**config.mk**
```make
export PLATFORM = sky130hd
export DESIGN_NAME = pipe_stage_reg
export DESIGN_NICKNAME = d
export VERILOG_FILES = /design/src/rtl/mips_pipe_pkg.sv /design/src/rtl/pipe_entry_reg.sv /design/src/rtl/pipe_stage_reg.sv
export SDC_FILE = /design/constraint.sdc
export NUM_CORES = 1
export LEC_CHECK = 0
export ABC_AREA = 1
export CAP_MARGIN = 20
export CELL_PAD_IN_SITES_DETAIL_PLACEMENT = 0
export CELL_PAD_IN_SITES_GLOBAL_PLACEMENT = 1
export CORE_MARGIN = 5
export CORE_UTILIZATION = 36
export CTS_BUF_LIST = sky130_fd_sc_hd__clkbuf_8
export DETAILED_ROUTE_END_ITERATION = 8
export GPL_TIMING_DRIVEN = 0
export PLACE_DENSITY = 0.81
export SLEW_MARGIN = 0
export SYNTH_ARGS = -nofsm -noshare
export SYNTH_HDL_FRONTEND = slang
export SYNTH_HIERARCHICAL = 1
export SYNTH_SLANG_ARGS = --single-unit
```
**constraint.sdc**
```tcl
create_clock -name clk -period 2.1 [get_ports clk]
set_clock_uncertainty 0.1 [all_clocks]
set_input_delay 0.42 -clock clk [delete_from_list [all_inputs] [get_ports clk]]
set_output_delay 0.42 -clock clk [all_outputs]
set_load 0.02 [all_outputs]
```
**src/rtl/mips_pipe_pkg.sv**
```systemverilog
// Shared definitions for the MIPS pipeline stage registers: occupancy width,
// skid FSM state encoding and default control-bundle widths per stage boundary.
package mips_pipe_pkg;

  localparam int OCC_W = 2;

  typedef enum logic [OCC_W-1:0] {
    ST_EMPTY = 2'd0,
    ST_FULL1 = 2'd1,
    ST_FULL2 = 2'd2
  } occState_t;

  // IF/ID carries no control yet; later boundaries shed control as it is consumed
  localparam int CTRL_W_IF_ID  = 1;
  localparam int CTRL_W_ID_EX  = 8;
  localparam int CTRL_W_EX_MEM = 4;
  localparam int CTRL_W_MEM_WB = 2;

endpackage

```
**src/rtl/pipe_entry_reg.sv**
```systemverilog
// One pipeline entry: valid + control + data with load/pop/clear.
// Clear kills valid and control; data is zeroed only when CLEAR_DATA is set.
module pipe_entry_reg #(
  parameter int DATA_W     = 32,
  parameter int CTRL_W     = 8,
  parameter int CLEAR_DATA = 0
) (
  input  logic              clk,
  input  logic              reset,
  input  logic              clear,
  input  logic              load,
  input  logic              pop,
  input  logic [DATA_W-1:0] inData,
  input  logic [CTRL_W-1:0] inCtrl,
  output logic              valid,
  output logic [DATA_W-1:0] data,
  output logic [CTRL_W-1:0] ctrl
);

  always_ff @(posedge clk or negedge reset) begin
    if (!reset) begin
      valid <= 1'b0;
      ctrl  <= '0;
      data  <= '0;
    end else if (clear) begin
      valid <= 1'b0;
      ctrl  <= '0;
      if (CLEAR_DATA != 0) data <= '0;
    end else if (load) begin
      valid <= 1'b1;
      data  <= inData;
      ctrl  <= inCtrl;
    end else if (pop) begin
      valid <= 1'b0;
    end
  end

endmodule

```
**src/rtl/pipe_stage_reg.sv**
```systemverilog
// Generic MIPS pipeline stage register with valid/ready handshake, stall hold,
// flush-to-bubble and an optional 2-entry skid buffer that registers in_ready.
module pipe_stage_reg
  import mips_pipe_pkg::*;
#(
  parameter int DATA_W     = 32,
  parameter int CTRL_W     = 8,
  parameter int SKID       = 1,
  parameter int CLEAR_DATA = 0
) (
  input  logic              clk,
  input  logic              reset,
  input  logic              flush,
  input  logic              stall,
  input  logic              in_valid,
  output logic              in_ready,
  input  logic [DATA_W-1:0] in_data,
  input  logic [CTRL_W-1:0] in_ctrl,
  output logic              out_valid,
  input  logic              out_ready,
  output logic [DATA_W-1:0] out_data,
  output logic [CTRL_W-1:0] out_ctrl,
  output logic [OCC_W-1:0]  occupancy
);

  logic              accept, emit;
  logic              mainLoad, mainPop, mainValid;
  logic [DATA_W-1:0] mainSrcData, mainData;
  logic [CTRL_W-1:0] mainSrcCtrl, mainCtrl;

  assign accept = in_valid & in_ready & ~stall & ~flush;
  assign emit   = out_valid & out_ready & ~stall;

  pipe_entry_reg #(.DATA_W(DATA_W), .CTRL_W(CTRL_W), .CLEAR_DATA(CLEAR_DATA)) mainEntry (
    .clk    (clk),
    .reset  (reset),
    .clear  (flush),
    .load   (mainLoad),
    .pop    (mainPop),
    .inData (mainSrcData),
    .inCtrl (mainSrcCtrl),
    .valid  (mainValid),
    .data   (mainData),
    .ctrl   (mainCtrl)
  );

  generate
    if (SKID != 0) begin : gSkid
      occState_t         state;
      logic              readyReg;
      logic              skidLoad, skidPop, skidValid;
      logic [DATA_W-1:0] skidData;
      logic [CTRL_W-1:0] skidCtrl;

      // FULL2 refills main from the skid entry; otherwise main takes the input
      assign mainLoad    = (state == ST_FULL2) ? emit : (accept & ((state == ST_EMPTY) | emit));
      assign mainPop     = emit & ~mainLoad;
      assign mainSrcData = (state == ST_FULL2) ? skidData : in_data;
      assign mainSrcCtrl = (state == ST_FULL2) ? skidCtrl : in_ctrl;
      assign skidLoad    = accept & (state == ST_FULL1) & ~emit;
      assign skidPop     = emit & (state == ST_FULL2);

      pipe_entry_reg #(.DATA_W(DATA_W), .CTRL_W(CTRL_W), .CLEAR_DATA(CLEAR_DATA)) skidEntry (
        .clk    (clk),
        .reset  (reset),
        .clear  (flush),
        .load   (skidLoad),
        .pop    (skidPop),
        .inData (in_data),
        .inCtrl (in_ctrl),
        .valid  (skidValid),
        .data   (skidData),
        .ctrl   (skidCtrl)
      );

      // readyReg tracks "next state is not FULL2"; held low for the first cycle after reset
      always_ff @(posedge clk or negedge reset) begin
        if (!reset) begin
          state    <= ST_EMPTY;
          readyReg <= 1'b0;
        end else begin
          readyReg <= (state != ST_FULL2);
          if (flush) begin
            state    <= ST_EMPTY;
            readyReg <= 1'b1;
          end else if (!stall) begin
            case (state)
              ST_EMPTY: if (accept) state <= ST_FULL1;
              ST_FULL1: begin
                if (accept & ~emit) begin
                  state    <= ST_FULL2;
                  readyReg <= 1'b0;
                end else if (emit & ~accept) begin
                  state <= ST_EMPTY;
                end
              end
              ST_FULL2: if (emit) begin
                state    <= ST_FULL1;
                readyReg <= 1'b1;
              end
              default: state <= ST_EMPTY;
            endcase
          end
        end
      end

      assign in_ready  = readyReg & ~stall;
      assign occupancy = state;
    end else begin : gSingle
      assign mainLoad    = accept;
      assign mainPop     = emit & ~accept;
      assign mainSrcData = in_data;
      assign mainSrcCtrl = in_ctrl;
      assign in_ready    = ~stall & (~mainValid | out_ready);
      assign occupancy   = {1'b0, mainValid};
    end
  endgenerate

  assign out_valid = mainValid;
  assign out_data  = mainData;
  // A bubble must never assert RegWrite/MemWrite downstream
  assign out_ctrl  = mainValid ? mainCtrl : '0;

  occLegal: assert property (@(posedge clk) disable iff (!reset)
    (occupancy != 2'd3) && ((SKID != 0) || (occupancy != 2'd2)));

endmodule
```
**Word level (Yosys, flattened, before mapping)**

Cells that the tools add are included.

- Bits in read-only memories: 0
- Register bits: 84
- Bits in writable memories: 0
- Bits in latches: 0
- Memories kept: 0
- Word-level logic and storage cells: 62

- Div/mod/pow operators: 0
- Muxes and demuxes: 23
- Reductions and logical operators: 7
- Bitwise logic cells: 18
- Shift operators: 0
- Multiply operators: 0
- Magnitude comparators: 0
- Add/sub/neg operators: 0
- Equality and inequality tests: 7

Operators by type and width:

| operator | number |
|---|---|
| 8-bit 2-to-1 mux | 6 |
| 32-bit 2-to-1 mux | 1 |
| 1-bit bitwise AND | 12 |
| 2-bit 2-to-1 mux | 6 |
| 1-bit 2-to-1 mux | 8 |
| 3-bit != test (second input constant) | 2 |
| 2-bit one-hot mux with 3 select lines | 1 |
| 1-bit inverter | 5 |
| 2-bit != test (second input constant) | 2 |
| 4-bit by 2-bit != test with 1-bit output (second input constant) | 1 |
| 2-bit AND reduction | 2 |
| 4-bit AND reduction | 1 |
| 2-bit nonzero test | 2 |
| 3-bit nonzero test | 1 |
| 2-bit by 1-bit == test with 1-bit output (second input constant) | 1 |
| 2-bit == test (second input constant) | 1 |
| 2-bit zero test | 1 |
| 1-bit one-hot mux with 2 select lines | 1 |
| 1-bit bitwise OR | 1 |

**Longest topological paths before layout**

Gate-level depths: netlist of the first run.

- Word-level depth: 12
- Mapped depth: 11

**By module**

Netlist of the first run, hierarchy kept.

Modules (own cells, without submodules):

| module | cells an instance | seq. area each (µm²) | area an instance (µm²) | instances |
|---|---|---|---|---|
| pipe_entry_reg | 179 | 1026.0 | 1640.3 | 2 |
| pipe_stage_reg | 196 | 75.1 | 925.9 | 1 |

**Worst setup path after synthesis of the first run**

OpenSTA, ideal clock, no wires.

- Path kind: reg-to-reg
- From: register gSkid.state[0] (netlist: occupancy[0])
- To: register mainEntry.data[0]
- Slack: 308 ps
- Library setup time: 117 ps
- Arrival: 1575 ps
- Period minus slack after synthesis: 1792 ps
- Required time: 1883 ps
- Cell stages (with the launch flop): 12
- Cells stage by stage: dfrtp_1 -> inv_1 -> ha_1 -> buf_6 -> inv_4 -> a21oi_1 -> nor2_1 -> buf_4 -> nand2_4 -> buf_6 -> nand2_1 -> nand2_1

- Longest elaborated chain between the ends: 5

Ends and longest elaborated chain:

| what | RTL line | source |
|---|---|---|
| start, declared | pipe_stage_reg.sv:49 | `occState_t state;` |
| start signal, assigned | pipe_stage_reg.sv:79 | `state <= ST_EMPTY;` |
| start signal, assigned | pipe_stage_reg.sv:84 | `state <= ST_EMPTY;` |
| start signal, assigned | pipe_stage_reg.sv:88 | `ST_EMPTY: if (accept) state <= ST_FULL1;` |
| 2-bit zero test | pipe_stage_reg.sv:56 | `assign mainLoad = (state == ST_FULL2) ? emit : (accept & ((state == ST_EMPTY) \| emit));` |
| 1-bit bitwise OR | pipe_stage_reg.sv:56 |  |
| 1-bit bitwise AND | pipe_stage_reg.sv:56 |  |
| 1-bit 2-to-1 mux (*) | pipe_stage_reg.sv:56 |  |
| named net mainLoad | pipe_stage_reg.sv:27 | `logic mainLoad, mainPop, mainValid;` |
| 2-bit AND reduction (no source line) (*) | - |  |
| end signal, assigned | pipe_entry_reg.sv:31 | `data <= inData;` |
| end, declared | pipe_entry_reg.sv:16 | `output logic [DATA_W-1:0] data,` |

The timed path passes the listed nets; every way through them passes the cells marked *.
A chain may end at the register's enable or synchronous reset.

**Final worst setup path of the first run**

- From: register gSkid.state[0] (netlist: occupancy[0])
- To: output port occupancy[0]

RTL lines:

| what | RTL line | source |
|---|---|---|
| end, declared | pipe_stage_reg.sv:23 | `output logic [OCC_W-1:0] occupancy` |

No word-level cell between the ends.

==> impl_metrics.csv, run 1 <==
group,metric,value,unit
clocking,clock_latency,0.35,ns
floorplanning,io_pins,90,
power_and_ir_drop,ir_drop,0.610,mV
critical_path,crit_family,"buffers and inverters",
outcome,status,"complete, no violations",
critical_path,slowest_stage,"clkdlybuf4s50_1",
finish,seq_area,0.00210,mm^2
sta,timing.hold.ws,0.370,ns
critical_path,r2r_cells,10,
critical_path,path_cells,"clkdlybuf4s50_1",
global_route,antenna_found_initial,0,
sta,slew_violations,0,
floorplanning,rows,39,
sta,worst_pin_slew,0.560,ns
global_route,grt-ovfl-total,0,
critical_path,crit_fanout,5,
min_path,hold_class,"reg2reg",
sta,relSlewSlack,0.626,
sta,setup_slack,0.171,ns
synthesis,syn_avg_cell_area,7.58,um^2
finish,drive_gt1_frac,0.0977,
floorplanning,die_area,0.0138,mm^2
global_route,grt_first_pass_wirelength,18800,um
sta,period_share,0.919,
critical_path,worstSetupEndpointType,"primary output",
routing,wl_per_cell,13.6,um
routing,drt_first_iter_violations,252,
floorplanning,core_region_area,0.0114,mm^2
synthesis,synth_nets,601,
finish,fin_cells,798,
clocking,clock_sinks,84,
global_route,grt_max_degree,49,
global_route,grt_use_total,0.164,
routing,ant_nets,0,
min_path,hold-path-cell-count,2,
clocking,post_cts_buffers,0,
routing,wirelength,10900,um
place,port_buffers,89,
floorplanning,initial_core_util,0.367,
sta,final-setup-viol-count,0,
sta,max_freq,0.518,GHz
synthesis,syn_inst,550,
critical_path,critPathBufInv,1,
finish,final_util,0.479,
critical_path,worstSetupPathDepth,1,
place,gp_congestion,0.787,
clocking,ctsHtreeMaxLevel,3,
sta,fin_crit,1.93,ns
power_and_ir_drop,finalPower,5.86,mW
critical_path,cp.required,1.58,ns
finish,antennaDiodeCount,0,
routing,drt-vias-per-instance,4.71,
critical_path,critical_path_class,"reg2out",
routing,drt_pre_antenna_iters,4,
synthesis,synth_warnings,6,
finish,multi_input_area,0.00176,mm^2
global_route,grt_pass1_vias,3835,
finish,final_nets,703,
critical_path,cp.arrival,1.41,ns
finish,fin_area,0.00544,mm^2
place,dp_hpwl,7850,um
clocking,cts_tree,"done",
run,maxCapViolations,0,
routing,num_vias,3762,
power_and_ir_drop,leakagePower,3.02,nW
floorplanning,die_w,118,um
power_and_ir_drop,power_density,1080,mW/mm^2
finish,nFillCells,1186,
clocking,path_clk_slew,0.08,ns
clocking,cts-root-buf,"clkbuf_8",
sta,hold_viol_final,0,
sta,rsz0062_at_grt,"false",
floorplanning,die_h,118,um
clocking,cts_buffer_depth,2,
synthesis,syn_area,0.00417,mm^2
place,dp_cells,783,
critical_path,slowest_delay,0.63,ns
clocking,cts_inserted_buffers,9,
sta,fin_tns_setup,0,ns
critical_path,cp-start-kind,"flop",
place,placed_cell_area,0.00527,mm^2
routing,post-route-drc-count,0,
finish,area_delta_synth_final,30.5,%
place,place_ws,-0.258,ns
==> flip-flops by register name (all words and copies together), names as in the netlist <==
register              cells
gSkid.skidEntry/data     32
mainEntry/data           32
gSkid.skidEntry/ctrl      8
mainEntry/ctrl            8
occupancy                 2
gSkid.readyReg            1
mainEntry/valid           1
==> cell type report <==
type                       count  share of cell area
inverter                      19              0.0136
buffer                        34              0.0434
tap                          143              0.0329
multi-input combinational    413               0.324
sequential                    84               0.386
clock inverter                 5             0.00874
clock buffer                   9              0.0228
timing repair buffer          91               0.169
==> metal layers <==
layer  up-vias  wire, um  track usage
met4         0        71       0.0323
met1      1758      5060        0.223
li1       1905         -            -
met3         7       628       0.0447
met5         -         0            0
met2        92      5130        0.263
==> report_power, final <==
part / total (mW) / internal [mW] / switching (mW)
registers: 2.61 / 2.26 / 0.357
clock network: 1.07 / 0.525 / 0.544
logic: 2.17 / 1.00 / 1.17
total: 5.86 / 3.78 / 2.07
==> placed cells by master (no fill, tap or decap) <==
cell / instances
nand2_1: 299
dfrtp_1: 84
nand3_1: 82
clkdlybuf4s50_1: 78
buf_2: 18
inv_1: 16
nor2_1: 10
clkbuf_8: 9
dlygate4sd2_1: 9
buf_4: 8
buf_6: 7
nor2_2: 5
ha_1: 5
inv_2: 4
nand3_2: 2
nor3_1: 2
nand4_1: 2
clkinv_2: 2
nand2_4: 2
clkbuf_4: 2
nand3_4: 1
inv_4: 1
a21oi_1: 1
o21ai_0: 1
nand2_2: 1
bufinv_16: 1
dlygate4sd3_1: 1
dlymetal6s2s_1: 1
buf_16: 1
==> timing repair <==
action / CTS / global route
hold buffers: 1 / 0
endpoints found under the hold margin: 36 / 0
resized for setup: 9 / 3
endpoints found under the setup margin: 9 / 43
==> final timing paths <==
kind / start / endpoint / slack, ns
setup / recovery: occupancy[0] / occupancy[0] / 0.17
hold / removal: mainEntry/data[12] / mainEntry/data[12] / 0.37
setup reg to reg: occupancy[0] / mainEntry/ctrl[5] / 0.18
hold reg to reg: mainEntry/data[12] / mainEntry/data[12] / 0.37
max in group asynchronous: reset / mainEntry/data[9] / 0.81
min in group asynchronous: reset / gSkid.readyReg / 0.48
==> tightest hold or removal path, stage by stage, from the launching register on <==
cell	delay, ns
dfrtp_1	0.34
nand2_1	0.05
nand2_1	0.04
(Power assumes the default switching activity.)
==> run 2, diff against run 1 <==
--- a/config.mk
+++ b/config.mk
@@ -20,3 +20,4 @@
 export SYNTH_HDL_FRONTEND = slang
 export SYNTH_HIERARCHICAL = 1
 export SYNTH_SLANG_ARGS = --single-unit
+export TNS_END_PERCENT = 50
==> results of run 2 <==
No change in the layout: final DEF, timing and power equal those of run 1.
==> variant (settings of run 1) <==
The parameter `SKID` goes from 1 to 0.
--- a/src/rtl/pipe_stage_reg.sv
+++ b/src/rtl/pipe_stage_reg.sv
@@ -5,7 +5,7 @@
 #(
   parameter int DATA_W     = 32,
   parameter int CTRL_W     = 8,
-  parameter int SKID       = 1,
+  parameter int SKID       = 0,
   parameter int CLEAR_DATA = 0
 ) (
   input  logic              clk,
Formal check against the unedited RTL: not equivalent (a bounded check fails within 4 cycles, from zero or initial values and one cycle with reset low).
==> variant against run 1 <==
  * Worst setup slack got worse by 0.055 ns
  * Clock power is 56% lower
  * Count of clock-buffer cells in the layout shrank 4
  * Routed wire length shrank 57%
  * Cell area is 47% lower
  * Area after synthesis down 57%
  * Utilization up 12 points
  * Cell count shrank 53%
  * Sequential share of layout area down 2.8 points
  * Sequential cell count is 43 lower
  * Total power shrank 64%
==> variant: results (changes against run 1) <==
Final layout
  • Number of nets in the finished design: 353 (-50%)
  • Biggest regs: mainEntry/data x32, mainEntry/ctrl x8, mainEntry/valid x1

Worst setup path
  • Worst EP arrival: 1.46 ns (+0.05 ns)
  • Reg2Reg Setup Slack: 0.58 ns (+0.40 ns)
  • Highest net fanout along the worst path: 2 (-3)
  • Number of cells on the worst reg-to-reg path: 8 (-2)
  • Reg2Reg Capture Point: mainEntry/ctrl[6]
  • Critical path origin: out_ready
  • Startpoint of the worst register-to-register path: mainEntry/valid

Place
  • Post-placement setup slack: -0.1613 ns (+0.09677 ns)
  • Cell Count Post-Placement: 366 (-53%)
  • Detailed placement HPWL: 3545 µm (-55%)
  • Instance area at placement: 0.002773 mm² (-47%)

Run status
  • Outcome: completed

Hold path
  • Launch point of the worst hold path: mainEntry/data[21]
  • Worst hold path endpoint: mainEntry/data[21]

CTS
  • Total number of H-tree levels: 2 (-1)
  • Number of buffers inserted during clock tree synthesis: 5 (-4)

GRT
  • All-Layer GR Usage: 15.58% (-0.79 points)
  • Vias in the first global route: 1630 (-57%)

Synth
  • Synth Area per Inst: 8.538 µm² (+13%)
  • Post-Syn Nets: 256 (-57%)

Detailed routing
  • WL/cell: 12.54 µm (-8.0%)
  • Via count normalized by instance count: 4.301 (-8.8%)
  • Wire length after detailed routing: 4703 µm (-57%)

Power
  • VDD IR max: 377.9 µV (-38%)

Timing
  • Worst-case setup margin in the final layout: 0.1155 ns (-0.05519 ns)
-- variant: changes by cell type in the layout (fill, tap and decap cells not counted), sizes merged, moves of 3 or more --
cell / before / now
nand3: 85 / 41
inv: 21 / 17
dlygate4sd2: 9 / 6
clkbuf: 11 / 5
buf: 34 / 17
nor2: 15 / 4
dfrtp: 84 / 41
nand2: 302 / 94
ha: 5 / 0
-- variant: final cells by class --
| cell class | count | area, µm² |
|---|---|---|
| Sequential cell | 41 | 1027 |
| Fill cell | 475 | 1922 |
| Multi-Input combinational cell | 140 | 606.8 |
| Clock buffer | 5 | 68.82 |
| Timing Repair Buffer | 90 | 905.9 |
| Clock inverter | 3 | 11.26 |
| Buffer | 15 | 107.6 |
| Tap cell | 67 | 83.83 |
| Inverter | 14 | 52.55 |
-- variant: logic make-up after synthesis --
group	Yosys count
buffers and inverters	29
AND/OR/NAND/NOR	139
other	1
flip-flops	41
-- variant: worst max-delay path, stage by stage --
cell             delay, ns
clkdlybuf4s50_1       0.50
inv_1                 0.08
nand2_4               0.05
nand2_2               0.05
inv_1                 0.04
dlygate4sd2_1         0.32
-- variant: where the power goes --
group | internal (mW) | leakage [nW] | switching, mW
Sequential | 0.910 | 0.525 | 0.0608
Clock | 0.222 | 0.0519 | 0.252
Combinational | 0.340 | 0.997 | 0.334
-- variant: layer usage --
layer / vias to the layer above / GRT usage [%] / routed length, µm
li1: 840 / - / -
met1: 725 / 20.23 / 2076
met2: 41 / 25.33 / 2289
met3: 7 / 3.139 / 251
met4: 0 / 6.250 / 86
met5: - / 0 / 0
-- variant: what timing repair did --
action / CTS / global route
setup buffers: 0 / 0
hold buffers: 1 / 0
hold endpoints to repair: 4 / 0
gates resized for setup: 6 / 4
pin swaps: 0 / 0
endpoints found under the setup margin: 6 / 3
